<file path="config.mk">
export PLATFORM = sky130hd
export DESIGN_NAME = ex_stage_unit
export DESIGN_NICKNAME = d
export VERILOG_FILES = /design/src/rtl/ex_pkg.sv /design/src/rtl/ex_fwd_alu.sv /design/src/rtl/ex_stage_unit.sv
export SDC_FILE = /design/constraint.sdc
export NUM_CORES = 1
export LEC_CHECK = 0
export ABC_CLOCK_PERIOD_IN_PS = 4520
export CORE_MARGIN = 2
export CORE_UTILIZATION = 48
export CTS_BUF_LIST = sky130_fd_sc_hd__clkbuf_8 sky130_fd_sc_hd__clkbuf_16
export DETAILED_ROUTE_END_ITERATION = 16
export PLACE_DENSITY = 0.93
export SLEW_MARGIN = 20
export SYNTH_ARGS = -nofsm -noshare
export SYNTH_HDL_FRONTEND = slang
export SYNTH_HIERARCHICAL = 1
export SYNTH_SLANG_ARGS = --single-unit
</file>
<file path="constraint.sdc">
create_clock -name clk -period 4.52 [get_ports clk]
set_input_delay 0.452 -clock clk [delete_from_list [all_inputs] [get_ports clk]]
set_output_delay 0.452 -clock clk [all_outputs]
set_load 0.05 [all_outputs]
</file>
<file path="src/rtl/ex_pkg.sv">
// ex_pkg: shared constants and types for the execute stage.
//   FWD_REG / FWD_EXMEM / FWD_MEMWB : 2-bit operand source selects
//   ALU_ADD / ALU_SUB               : 1-bit ALU operation encodings
//   ex_state_t                      : NORMAL / SQUASH control states
package ex_pkg;

  localparam logic [1:0] FWD_REG   = 2'b00;
  localparam logic [1:0] FWD_EXMEM = 2'b01;
  localparam logic [1:0] FWD_MEMWB = 2'b10;

  localparam logic ALU_ADD = 1'b0;
  localparam logic ALU_SUB = 1'b1;

  typedef enum logic {
    NORMAL = 1'b0,
    SQUASH = 1'b1
  } ex_state_t;

endpackage

</file>
<file path="src/rtl/ex_fwd_alu.sv">
// ex_fwd_alu: combinational datapath of the execute stage.
//   Operand forwarding muxes, immediate select, add/sub ALU, operand
//   equality compare and branch target adder.
// Configuration macro: EX_FWD_EN. When defined, fwd_ctrl_a/b pick the
//   operand source; when undefined, operands are always rs_data/rt_data and
//   the forwarding inputs are accepted but ignored.
// Ports:
//   fwd_ctrl_a, fwd_ctrl_b  in  2   operand source selects
//   rs_data, rt_data        in  W   register-file operands
//   ex_mem_fwd_data         in  W   result forwarded from EX/MEM
//   mem_wb_fwd_data         in  W   result forwarded from MEM/WB
//   r_i_sel_ctrl            in  1   1 = immediate as second ALU input
//   alu_ctrl                in  1   ALU_ADD / ALU_SUB
//   sign_ext_in             in  16  immediate field
//   pc_4                    in  W   PC + 4 of the instruction
//   alu_out                 out W   ALU result
//   opnd_b                  out W   forwarded operand B (store data)
//   ops_equal               out 1   forwarded A == forwarded B
//   branch_target           out W   pc_4 + (sext(imm) << 2)
module ex_fwd_alu
  import ex_pkg::*;
#(
  parameter int DATA_W = 32
) (
  input  logic [1:0]        fwd_ctrl_a,
  input  logic [1:0]        fwd_ctrl_b,
  input  logic [DATA_W-1:0] rs_data,
  input  logic [DATA_W-1:0] rt_data,
  input  logic [DATA_W-1:0] ex_mem_fwd_data,
  input  logic [DATA_W-1:0] mem_wb_fwd_data,
  input  logic              r_i_sel_ctrl,
  input  logic              alu_ctrl,
  input  logic [15:0]       sign_ext_in,
  input  logic [DATA_W-1:0] pc_4,
  output logic [DATA_W-1:0] alu_out,
  output logic [DATA_W-1:0] opnd_b,
  output logic              ops_equal,
  output logic [DATA_W-1:0] branch_target
);

  logic [DATA_W-1:0] opnd_a;
  logic [DATA_W-1:0] alu_in_b;
  logic [DATA_W-1:0] imm_ext;

`ifdef EX_FWD_EN
  always_comb begin
    case (fwd_ctrl_a)
      FWD_REG:   opnd_a = rs_data;
      FWD_EXMEM: opnd_a = ex_mem_fwd_data;
      FWD_MEMWB: opnd_a = mem_wb_fwd_data;
      default:   opnd_a = rs_data;
    endcase
  end

  always_comb begin
    case (fwd_ctrl_b)
      FWD_REG:   opnd_b = rt_data;
      FWD_EXMEM: opnd_b = ex_mem_fwd_data;
      FWD_MEMWB: opnd_b = mem_wb_fwd_data;
      default:   opnd_b = rt_data;
    endcase
  end
`else
  // Forwarding is compiled out; keep the ports so the pipeline wiring is
  // identical in both builds.
  logic unused_fwd;
  assign unused_fwd = ^{fwd_ctrl_a, fwd_ctrl_b, ex_mem_fwd_data, mem_wb_fwd_data};
  assign opnd_a     = rs_data;
  assign opnd_b     = rt_data;
`endif

  assign imm_ext  = {{(DATA_W-16){sign_ext_in[15]}}, sign_ext_in};
  assign alu_in_b = r_i_sel_ctrl ? imm_ext : opnd_b;

  always_comb begin
    case (alu_ctrl)
      ALU_ADD: alu_out = opnd_a + alu_in_b;
      ALU_SUB: alu_out = opnd_a - alu_in_b;
      default: alu_out = opnd_a + alu_in_b;
    endcase
  end

  // Branch compare always uses register/forwarded operands, never the immediate.
  assign ops_equal     = (opnd_a == opnd_b);
  assign branch_target = pc_4 + {imm_ext[DATA_W-3:0], 2'b00};

endmodule

</file>
<file path="src/rtl/ex_stage_unit.sv">
// ex_stage_unit: execute pipeline stage with EX/MEM output register,
//   valid/ready handshake and taken-branch squash control.
// Configuration macro: EX_FWD_EN (operand forwarding, see ex_fwd_alu).
// Ports:
//   clk, rst                           clock, async active-high reset
//   id_ex_valid / id_ex_ready          upstream handshake
//   id_ex_* controls and data          decoded instruction contents
//   ex_mem_fwd_data, mem_wb_fwd_data   forwarded results
//   mem_ready                          downstream accepts EX/MEM
//   ex_mem_*                           registered EX/MEM contents
//   branch_taken, branch_target        one-cycle redirect pulse and PC
//
// state  | meaning
// NORMAL | instructions execute and load EX/MEM; beq may be taken
// SQUASH | next squash_cnt accepted instructions are wrong-path, dropped
module ex_stage_unit
  import ex_pkg::*;
#(
  parameter int DATA_W   = 32,
  parameter int SQUASH_N = 1
) (
  input  logic              clk,
  input  logic              rst,
  input  logic              id_ex_valid,
  output logic              id_ex_ready,
  input  logic              id_ex_w_enable,
  input  logic              id_ex_alu_ctrl,
  input  logic              id_ex_r_i_sel_ctrl,
  input  logic              id_ex_wb_mux_ctrl,
  input  logic              id_ex_fwd_dm_ctrl,
  input  logic              beq_and_in,
  input  logic [1:0]        id_ex_fwd_ctrl_a,
  input  logic [1:0]        id_ex_fwd_ctrl_b,
  input  logic [4:0]        id_ex_rd_out_addr,
  input  logic [15:0]       id_ex_sign_ext_in,
  input  logic [DATA_W-1:0] id_ex_pc_4_out,
  input  logic [DATA_W-1:0] id_ex_rs_data,
  input  logic [DATA_W-1:0] id_ex_rt_data,
  input  logic [DATA_W-1:0] ex_mem_fwd_data,
  input  logic [DATA_W-1:0] mem_wb_fwd_data,
  input  logic              mem_ready,
  output logic              ex_mem_valid,
  output logic              ex_mem_w_enable,
  output logic              ex_mem_wb_mux_ctrl,
  output logic              ex_mem_fwd_dm_ctrl,
  output logic [4:0]        ex_mem_rd_out_addr,
  output logic [DATA_W-1:0] ex_mem_alu_out,
  output logic [DATA_W-1:0] ex_mem_store_data,
  output logic              branch_taken,
  output logic [DATA_W-1:0] branch_target
);

  localparam logic [1:0] SQUASH_LOAD = 2'(SQUASH_N);

  ex_state_t         state;
  logic [1:0]        squash_cnt;
  logic              handshake;
  logic [DATA_W-1:0] alu_res;
  logic [DATA_W-1:0] opnd_b;
  logic              ops_equal;
  logic [DATA_W-1:0] tgt;

  assign id_ex_ready = !ex_mem_valid || mem_ready;
  assign handshake   = id_ex_valid && id_ex_ready;

  ex_fwd_alu #(.DATA_W(DATA_W)) u_fwd_alu (
    .fwd_ctrl_a      (id_ex_fwd_ctrl_a),
    .fwd_ctrl_b      (id_ex_fwd_ctrl_b),
    .rs_data         (id_ex_rs_data),
    .rt_data         (id_ex_rt_data),
    .ex_mem_fwd_data (ex_mem_fwd_data),
    .mem_wb_fwd_data (mem_wb_fwd_data),
    .r_i_sel_ctrl    (id_ex_r_i_sel_ctrl),
    .alu_ctrl        (id_ex_alu_ctrl),
    .sign_ext_in     (id_ex_sign_ext_in),
    .pc_4            (id_ex_pc_4_out),
    .alu_out         (alu_res),
    .opnd_b          (opnd_b),
    .ops_equal       (ops_equal),
    .branch_target   (tgt)
  );

  always_ff @(posedge clk or posedge rst) begin
    if (rst) begin
      state              <= NORMAL;
      squash_cnt         <= 2'd0;
      ex_mem_valid       <= 1'b0;
      ex_mem_w_enable    <= 1'b0;
      ex_mem_wb_mux_ctrl <= 1'b0;
      ex_mem_fwd_dm_ctrl <= 1'b0;
      ex_mem_rd_out_addr <= 5'd0;
      ex_mem_alu_out     <= '0;
      ex_mem_store_data  <= '0;
      branch_taken       <= 1'b0;
      branch_target      <= '0;
    end else begin
      branch_taken <= 1'b0;
      if (handshake) begin
        case (state)
          NORMAL: begin
            ex_mem_valid       <= 1'b1;
            ex_mem_w_enable    <= id_ex_w_enable;
            ex_mem_wb_mux_ctrl <= id_ex_wb_mux_ctrl;
            ex_mem_fwd_dm_ctrl <= id_ex_fwd_dm_ctrl;
            ex_mem_rd_out_addr <= id_ex_rd_out_addr;
            ex_mem_alu_out     <= alu_res;
            ex_mem_store_data  <= opnd_b;
            if (beq_and_in && ops_equal) begin
              branch_taken  <= 1'b1;
              branch_target <= tgt;
              state         <= SQUASH;
              squash_cnt    <= SQUASH_LOAD;
            end
          end
          SQUASH: begin
            // Wrong-path instruction: consume it, leave EX/MEM data untouched.
            ex_mem_valid <= 1'b0;
            squash_cnt   <= squash_cnt - 2'd1;
            if (squash_cnt == 2'd1) state <= NORMAL;
          end
          default: state <= NORMAL;
        endcase
      end else if (id_ex_ready) begin
        ex_mem_valid <= 1'b0;
      end
    end
  end

endmodule
</file>
======== Word level (Yosys, flattened, before mapping) ========
Index checks and enable logic that the tools add are counted.
word-level totals
  register bits after elaboration ......... 109
  output and inout bits ................... 107
operators by class
  add/subtract/negate cells ............... 4
  eq/ne operators ......................... 3
  mux-type cells .......................... 12
  bitwise logic cells ..................... 2
  reduce and logical (&&, ||, !) cells .... 8
operator list
  operator                                                                count
  32-bit adder                                                            2
  32-bit case mux with 2 select lines                                     1
  32-bit equality test                                                    1
  32-bit 2-to-1 mux                                                       1
  32-bit subtractor                                                       1
  1-bit 2-to-1 mux                                                        6
  1-bit case mux with 2 select lines                                      2
  2-bit case mux with 2 select lines                                      1
  2-bit AND reduction                                                     2
  3-bit AND reduction                                                     1
  2-bit by 1-bit equality test with 1-bit output (second input constant)  1
  1-bit logical AND                                                       2
  2-bit 2-to-1 mux                                                        1
  2-bit inequality test (second input constant)                           1
  1-bit inverter                                                          2
  2-bit nonzero test                                                      1
  2-bit by 1-bit subtractor with 2-bit output (second input constant)     1
  1-bit logical NOT                                                       1
  1-bit logical OR                                                        1

======== Depth between registers and ports, before layout ========
Gate-level depths: netlist of the first run.
  depth in word-level cells ............... 5
  gate-level depth with buffers ........... 22

======== By module ========
Netlist of the first run, hierarchy kept.
by module, submodules not included
  module         instances  cells each  area each (sq um)
  ex_fwd_alu     1          727         5098.6
  ex_stage_unit  1          240         4116.4

======== Worst setup path after synthesis of the first run ========
OpenSTA, ideal clock, no wires.
  kind .................................... input to register
  start point ............................. in id_ex_r_i_sel_ctrl
  end point ............................... reg ex_mem_alu_out[31]
  arrival ................................. 4.787 ns
  required time ........................... 4.395 ns
  slack ................................... -0.391 ns
  stages on the path ...................... 21
  path buffers ............................ 5
  cells stage by stage .................... buf_6 > buf_6 > buf_6 > clkbuf_1 > clkbuf_1 > mux2i_1 > ha_1 > o21ai_0 > nor4b_4 > a21oi_1 > xnor2_1 > o21a_1 > ha_1 > a21oi_1 > o211ai_1 > a41o_1 > a221oi_1 > o31a_1 > o21ai_0 > xnor2_1 > mux2_2
on the way
  cells in the longest elaborated chain, start to end .. 3
  elaborated cells between the ends (all ways) .. 4
  those cells by class .................... add/sub: 2; mux: 2
RTL lines
  what                                                      line                                source
  start, declared                                           ex_stage_unit.sv:28                 input logic id_ex_r_i_sel_ctrl,
  32-bit 2-to-1 mux *                                       ex_fwd_alu.sv:73                    assign alu_in_b = r_i_sel_ctrl ? imm_ext : opnd_b;
  32-bit subtractor / 32-bit adder (equally long branches)  ex_fwd_alu.sv:78, ex_fwd_alu.sv:77
  32-bit case mux with 2 select lines *                     ex_fwd_alu.sv:76                    case (alu_ctrl)
  named net alu_res[31]                                     ex_stage_unit.sv:58                 logic [DATA_W-1:0] alu_res;
  end signal, assigned                                      ex_stage_unit.sv:106                ex_mem_alu_out <= alu_res;
  end, declared                                             ex_stage_unit.sv:47                 output logic [DATA_W-1:0] ex_mem_alu_out,
Mark *: on every way through the listed nets, which the timed path passes. The rest lies on a longest branch.
A chain may end at the register's enable or synchronous reset.

======== Final worst setup path of the first run ========
  start point ............................. in id_ex_sign_ext_in[11]
  end point ............................... reg ex_mem_alu_out[26]
on the way
  cells in the longest elaborated chain, start to end .. 3
  elaborated cells between the ends (all ways) .. 4
  those cells by class .................... add/sub: 2; mux: 2
RTL lines
  what                                                      line                                source
  start, declared                                           ex_stage_unit.sv:35                 input logic [15:0] id_ex_sign_ext_in,
  32-bit 2-to-1 mux *                                       ex_fwd_alu.sv:73
  32-bit subtractor / 32-bit adder (equally long branches)  ex_fwd_alu.sv:78, ex_fwd_alu.sv:77
  32-bit case mux with 2 select lines *                     ex_fwd_alu.sv:76
  named net alu_res[26]                                     ex_stage_unit.sv:58
Marks and branches as above.

==> flow_summary_export.csv, run 1 <==
group,metric,value,unit
status,status,"finished clean",
power_and_ir_drop,p_per_area,356,nW/µm²
placement,globalplace.congestion,0.956,
placement,placedCellCount,1470,
worst_setup_path,required,4.77,ns
sta,setup_viol,0,
clock_tree,clk_path_buf_depth,2,
die,core,18800,µm²
route,drc_errors,0,
cells_and_area,final_cells,1490,
worst_setup_path,criticalPathCategory,"primary input to register",
placement,io_buffer_count,233,
logic_synthesis,ys_seq_elements,109,
route,drt_wl_total,29100,µm
cells_and_area,area_delta_synth_final,36.2,%
die,start_util,0.491,
sta,worstMarginPinSlew,0.931,ns
placement,pre_cts_slack,-0.241,ns
logic_synthesis,ys_async_sr_fraction,1.00,
die,die_h,143,µm
logic_synthesis,synthTopCellsByCount,"dfrtp_1 (109), mux2_2 (99), a21oi_1 (71), xor2_1 (64), ha_1 (62)",
cells_and_area,regArea,2730,µm²
worst_setup_path,crit_path_end_kind,"register",
cells_and_area,multiInputGateArea,5980,µm²
clock_tree,ctsHoldBuffers,0,
logic_synthesis,yosysTopAreaCellShare,0.296,
global_route,grt_max_degree,73,
global_route,grt_pass1_vias,8892,
logic_synthesis,netlist_top_cells_area,"dfrtp_1 (30%), mux2_2 (12%), ha_1 (8.4%), xor2_1 (6.1%), xnor2_1 (4.6%)",
clock_tree,cts_tree,"built",
route,viasPerCell,5.90,
logic_synthesis,yosysSeqAreaShare,0.296,
die,die-area,20300,µm²
logic_synthesis,yosys_warnings,6,
clock_tree,clk_pin_slew,0.08,ns
die,pin_count,302,
route,vias,8786,
worst_setup_path,critical_path_arrival,4.61,ns
sta,relSlewSlack,0.379,
sta,finalHoldViolations,0,
route,drtPass1Iterations,6,
run,maxCapViolCount,0,
power_and_ir_drop,power.ir.vdd_worst,0.261,mV
die,die_w,143,µm
clock_tree,ctsRootBufferMaster,"clkbuf_16",
global_route,antenna_found_initial,2,
sta,max_clock_freq,0.230,GHz
worst_setup_path,start_kind,"primary input",
clock_tree,cts_max_level,3,
clock_tree,clock_latency,0.36,ns
hold_path,hp-class,"register to register",
route,ant_nets,0,
logic_synthesis,synth_most_common_cell,"dfrtp_1",
cells_and_area,drive_above_1_share,0.202,
logic_synthesis,synth_edf_count,0,
sta,fin_worst_skew,0.0105,ns
placement,hpwl,22700,µm
power_and_ir_drop,leakage,5.53,nW
sta,finalMaxSlewViolations,0,
global_route,grt_overflow,0,
logic_synthesis,synth-main-ff-cell,"dfrtp_1",
die,rows,50,
worst_setup_path,worst-path-max-fanout,4,
global_route,grt_first_pass_wirelength,45300,µm
clock_tree,cts_sinks,109,
logic_synthesis,synth_cell_types,76,
clock_tree,cts_buffers,9,
logic_synthesis,avgSynthCellArea,9.53,µm²
global_route,track_usage,0.282,
logic_synthesis,syn-instance-count,967,
logic_synthesis,synth_top_area_cell,"dfrtp_1",
sta,finalCritPeriodShare,0.964,
logic_synthesis,synth_nets,1226,
sta,fin_crit,4.36,ns
route,wl_per_cell,19.6,µm
sta,setup_ws,0.165,ns
cells_and_area,layout.nets,1509,
logic_synthesis,synth_area,9220,µm²
cells_and_area,filler_cell_count,1467,
route,drtIter0Drc,570,
-- flip-flops by register name, indices dropped and copies added (netlist names), 2 cells and up --
signal              flops
ex_mem_store_data      32
ex_mem_rd_out_addr      5
squash_cnt              2
ex_mem_alu_out         32
branch_target          32
-- timing repair --
item	in CTS	in global routing
gates resized for setup	0	16
setup endpoints to repair	0	9
setup buffers	0	3
-- kinds of logic (layout without fill, tap and decap cells) --
family,count (synthesis),count (layout),synth area share
AOI/OAI and AO/OA,236,236,0.168
buffers and inverters,95,383,0.0615
muxes,122,122,0.147
DFF,109,109,0.296
adders and majority gates,64,64,0.0885
and+or+nand+nor,229,229,0.132
other,0,1,0
xor gates and xnor gates,112,112,0.106
-- worst paths after layout --
check / endpoint / from / slack, ns / cells after the start
setup / recovery: ex_mem_alu_out[26] / id_ex_sign_ext_in[11] / 0.16 / 17
hold / removal: squash_cnt[0] / squash_cnt[0] / 0.49 / 1
setup reg to reg: ex_mem_store_data[30] / ex_mem_valid / 2.56 / 4
hold reg to reg: squash_cnt[0] / squash_cnt[0] / 0.49 / 1
max in group asynchronous: ex_mem_alu_out[5] / rst / 3.05 / 3
min in group asynchronous: ex_mem_store_data[18] / rst / 0.58 / 2
-- through the flow --
step	utilization	instance area (µm²)	hold slack, ns	power, mW	TNS (ns)
after floorplan	-	9230	0.457	2.77	0
after global placement	0.648	12200	0.466	3.56	-0.289
after detailed placement	0.648	12200	0.478	3.61	-1.18
after CTS	0.664	12500	0.491	4.46	0
after global routing	0.669	12500	0.505	4.67	-0.00849
final	0.669	12500	0.485	4.46	0
-- report_power, final --
| group | total [mW] | switching (mW) | internal [mW] |
|---|---|---|---|
| Combinational | 2.38 | 1.41 | 0.968 |
| Clock | 0.837 | 0.402 | 0.435 |
| Sequential | 1.25 | 0.0927 | 1.16 |
-- critical path: stages --
cell and delay [ns]:
clkdlybuf4s50_1 0.43, or4b_4 0.57, o32ai_4 0.33, nor4b_4 0.36, nand2_1 0.15, nor2_2 0.13, a2bb2oi_1 0.23, nor3_2 0.09
ha_1 0.31, buf_4 0.16, and3_1 0.18, a211o_1 0.29, a21oi_1 0.21, nand2_1 0.09, o221a_2 0.24, xor2_1 0.14
mux2_2 0.26
-- layout by cell type (no fill, tap or decap), types with 3 or more instances in the layout --
master,n
clkdlybuf4s50_1,231
dfrtp_1,109
buf_4,105
mux2_2,99
a21oi_1,70
xor2_1,64
ha_1,62
nor2_1,50
xnor2_1,48
nand2_1,47
o21ai_0,37
a21o_1,34
inv_1,28
nand3_1,21
nor3_1,21
mux2i_1,17
nor4_1,15
o21a_1,13
nand4_1,13
a31oi_1,10
clkbuf_16,9
o211ai_1,9
and2_1,8
nand2b_1,8
a211oi_1,7
o21ai_1,7
mux2_1,6
o21bai_1,6
and3_1,5
nand3b_1,5
or3_1,5
o31ai_1,5
or4_1,4
o2111ai_1,3
o22ai_1,3
or2_2,3
-- layer usage --
metal | GRT usage | part of all wire
met1 | 0.345 | 0.40
met2 | 0.470 | 0.47
met3 | 0.0535 | 0.073
met4 | 0.152 | 0.052
met5 | 0 | 0.00045
-- layout make-up --
class	count	share of cell area
antenna	1	0.000199
clock buffer	9	0.0179
clock inverter	7	0.00598
inverter	28	0.00858
multi-input combinational	763	0.476
sequential	109	0.217
tap	234	0.0233
timing repair buffer	339	0.250
(Power assumes the default switching activity.)
==> run 2, diff against run 1 <==
--- a/config.mk
+++ b/config.mk
@@ -11,6 +11,7 @@
 export CTS_BUF_LIST = sky130_fd_sc_hd__clkbuf_8 sky130_fd_sc_hd__clkbuf_16
 export DETAILED_ROUTE_END_ITERATION = 16
 export PLACE_DENSITY = 0.93
+export SKIP_LAST_GASP = 1
 export SLEW_MARGIN = 20
 export SYNTH_ARGS = -nofsm -noshare
 export SYNTH_HDL_FRONTEND = slang
==> results of run 2 <==
Same layout as run 1: the final DEF is identical, and so are final timing and power.
==> variant: new RTL, config.mk and constraints of run 1 <==
Add a define of `EX_FWD_EN`.
--- a/src/rtl/ex_fwd_alu.sv
+++ b/src/rtl/ex_fwd_alu.sv
@@ -17,6 +17,8 @@
 //   opnd_b                  out W   forwarded operand B (store data)
 //   ops_equal               out 1   forwarded A == forwarded B
 //   branch_target           out W   pc_4 + (sext(imm) << 2)
+`define EX_FWD_EN
+
 module ex_fwd_alu
   import ex_pkg::*;
 #(
Check against the original RTL: not equivalent (a bounded check fails within 4 cycles, from zero or initial values and one cycle with rst high).
==> variant against run 1 <==
- the run now ends with negative setup slack left
- power increased by 36%
- design area up 29%
- sequential cell count unchanged
- register-to-register slack worse by 0.03 ns
- routed wire length is 60% higher
- critical path depth shrank 1
- critical endpoint is now ex_mem_alu_out[31]
- worst setup slack worse by 0.32 ns
- critical path type unchanged
- synthesized area up 12%
- highest routed layer is now met4
- largest cell class unchanged
==> variant: results (changes against run 1) <==
metric;value;unit;change
p_leak;7.14;nW;+29%
port_buffers;301;;+29%
fin_cells;1949;;+31%
tns;-0.281;ns;-0.281 ns
clock_latency;0.38;ns;+0.02 ns
setup_viol;3;;+3
place_hpwl;32300;um;+42%
m1WireLength;15100;um;+29%
drive_above_1_share;0.279;;+0.0763
violations;negative setup slack;;
crit_start;id_ex_fwd_ctrl_a[1];;
fin_ws;-0.155;ns;-0.319 ns
status;finished with violations;;
grt_max_degree;42;;-42%
final-clk-cell-share;0.0173;;-0.00667
dr.first_iter.drc_count;1773;;+210%
buf_share;0.311;;+0.0613
wl_met2;21800;um;+58%
endpoint;ex_mem_alu_out[31];;
met3RoutedLength;5570;um;+160%
synth_compound_area_frac;0.238;;+0.0698
num-nonclk-inverters;46;;+64%
routed.top_layer;met4;;
worstPathMaxFanout;18;;+14
core-area;21100;um^2;+12%
yosysUniqueCellTypes;89;;+17%
wl;46700;um;+60%
synth_area_leaders;dfrtp_1 26%, mux2_2 11%, ha_1 8.8%;;
cts_setup_buffers;19;;+19
peakVddDrop;0.000344;V;+32%
-- variant: cell count changes after synthesis, moves of 12 or more --
cell	delta
buf_4	-28
nor2b_1	+15
o21ai_0	+38
nor2_1	+25
a21o_1	-16
nand2_1	+55
xnor2_1	+31
o21ai_1	+13
mux2i_1	-14
a22oi_1	+46
inv_1	+12
xor2_1	-27
-- variant: power by group through the flow --
stage	Clock (mW)	Combinational, mW	Sequential (mW)
after detailed placement	0	3.52	1.33
after floorplan	0	1.29	2.08
after global placement	0	3.43	1.32
after global routing	0.857	4.06	1.35
final	0.811	3.92	1.33
after CTS	0.812	3.65	1.32
-- variant: worst max-delay path: stages --
cell and delay, ns:
clkdlybuf4s50_1 0.44, inv_1 0.10, ha_1 0.41, buf_4 0.35
a22oi_1 0.11, o21ai_0 0.88, ha_1 0.41, a21oi_1 0.19
o21a_1 0.19, o211ai_1 0.12, nor4b_2 0.32, buf_4 0.18
o31ai_4 0.05, a31oi_1 0.32, xnor2_1 0.13, mux2_4 0.27
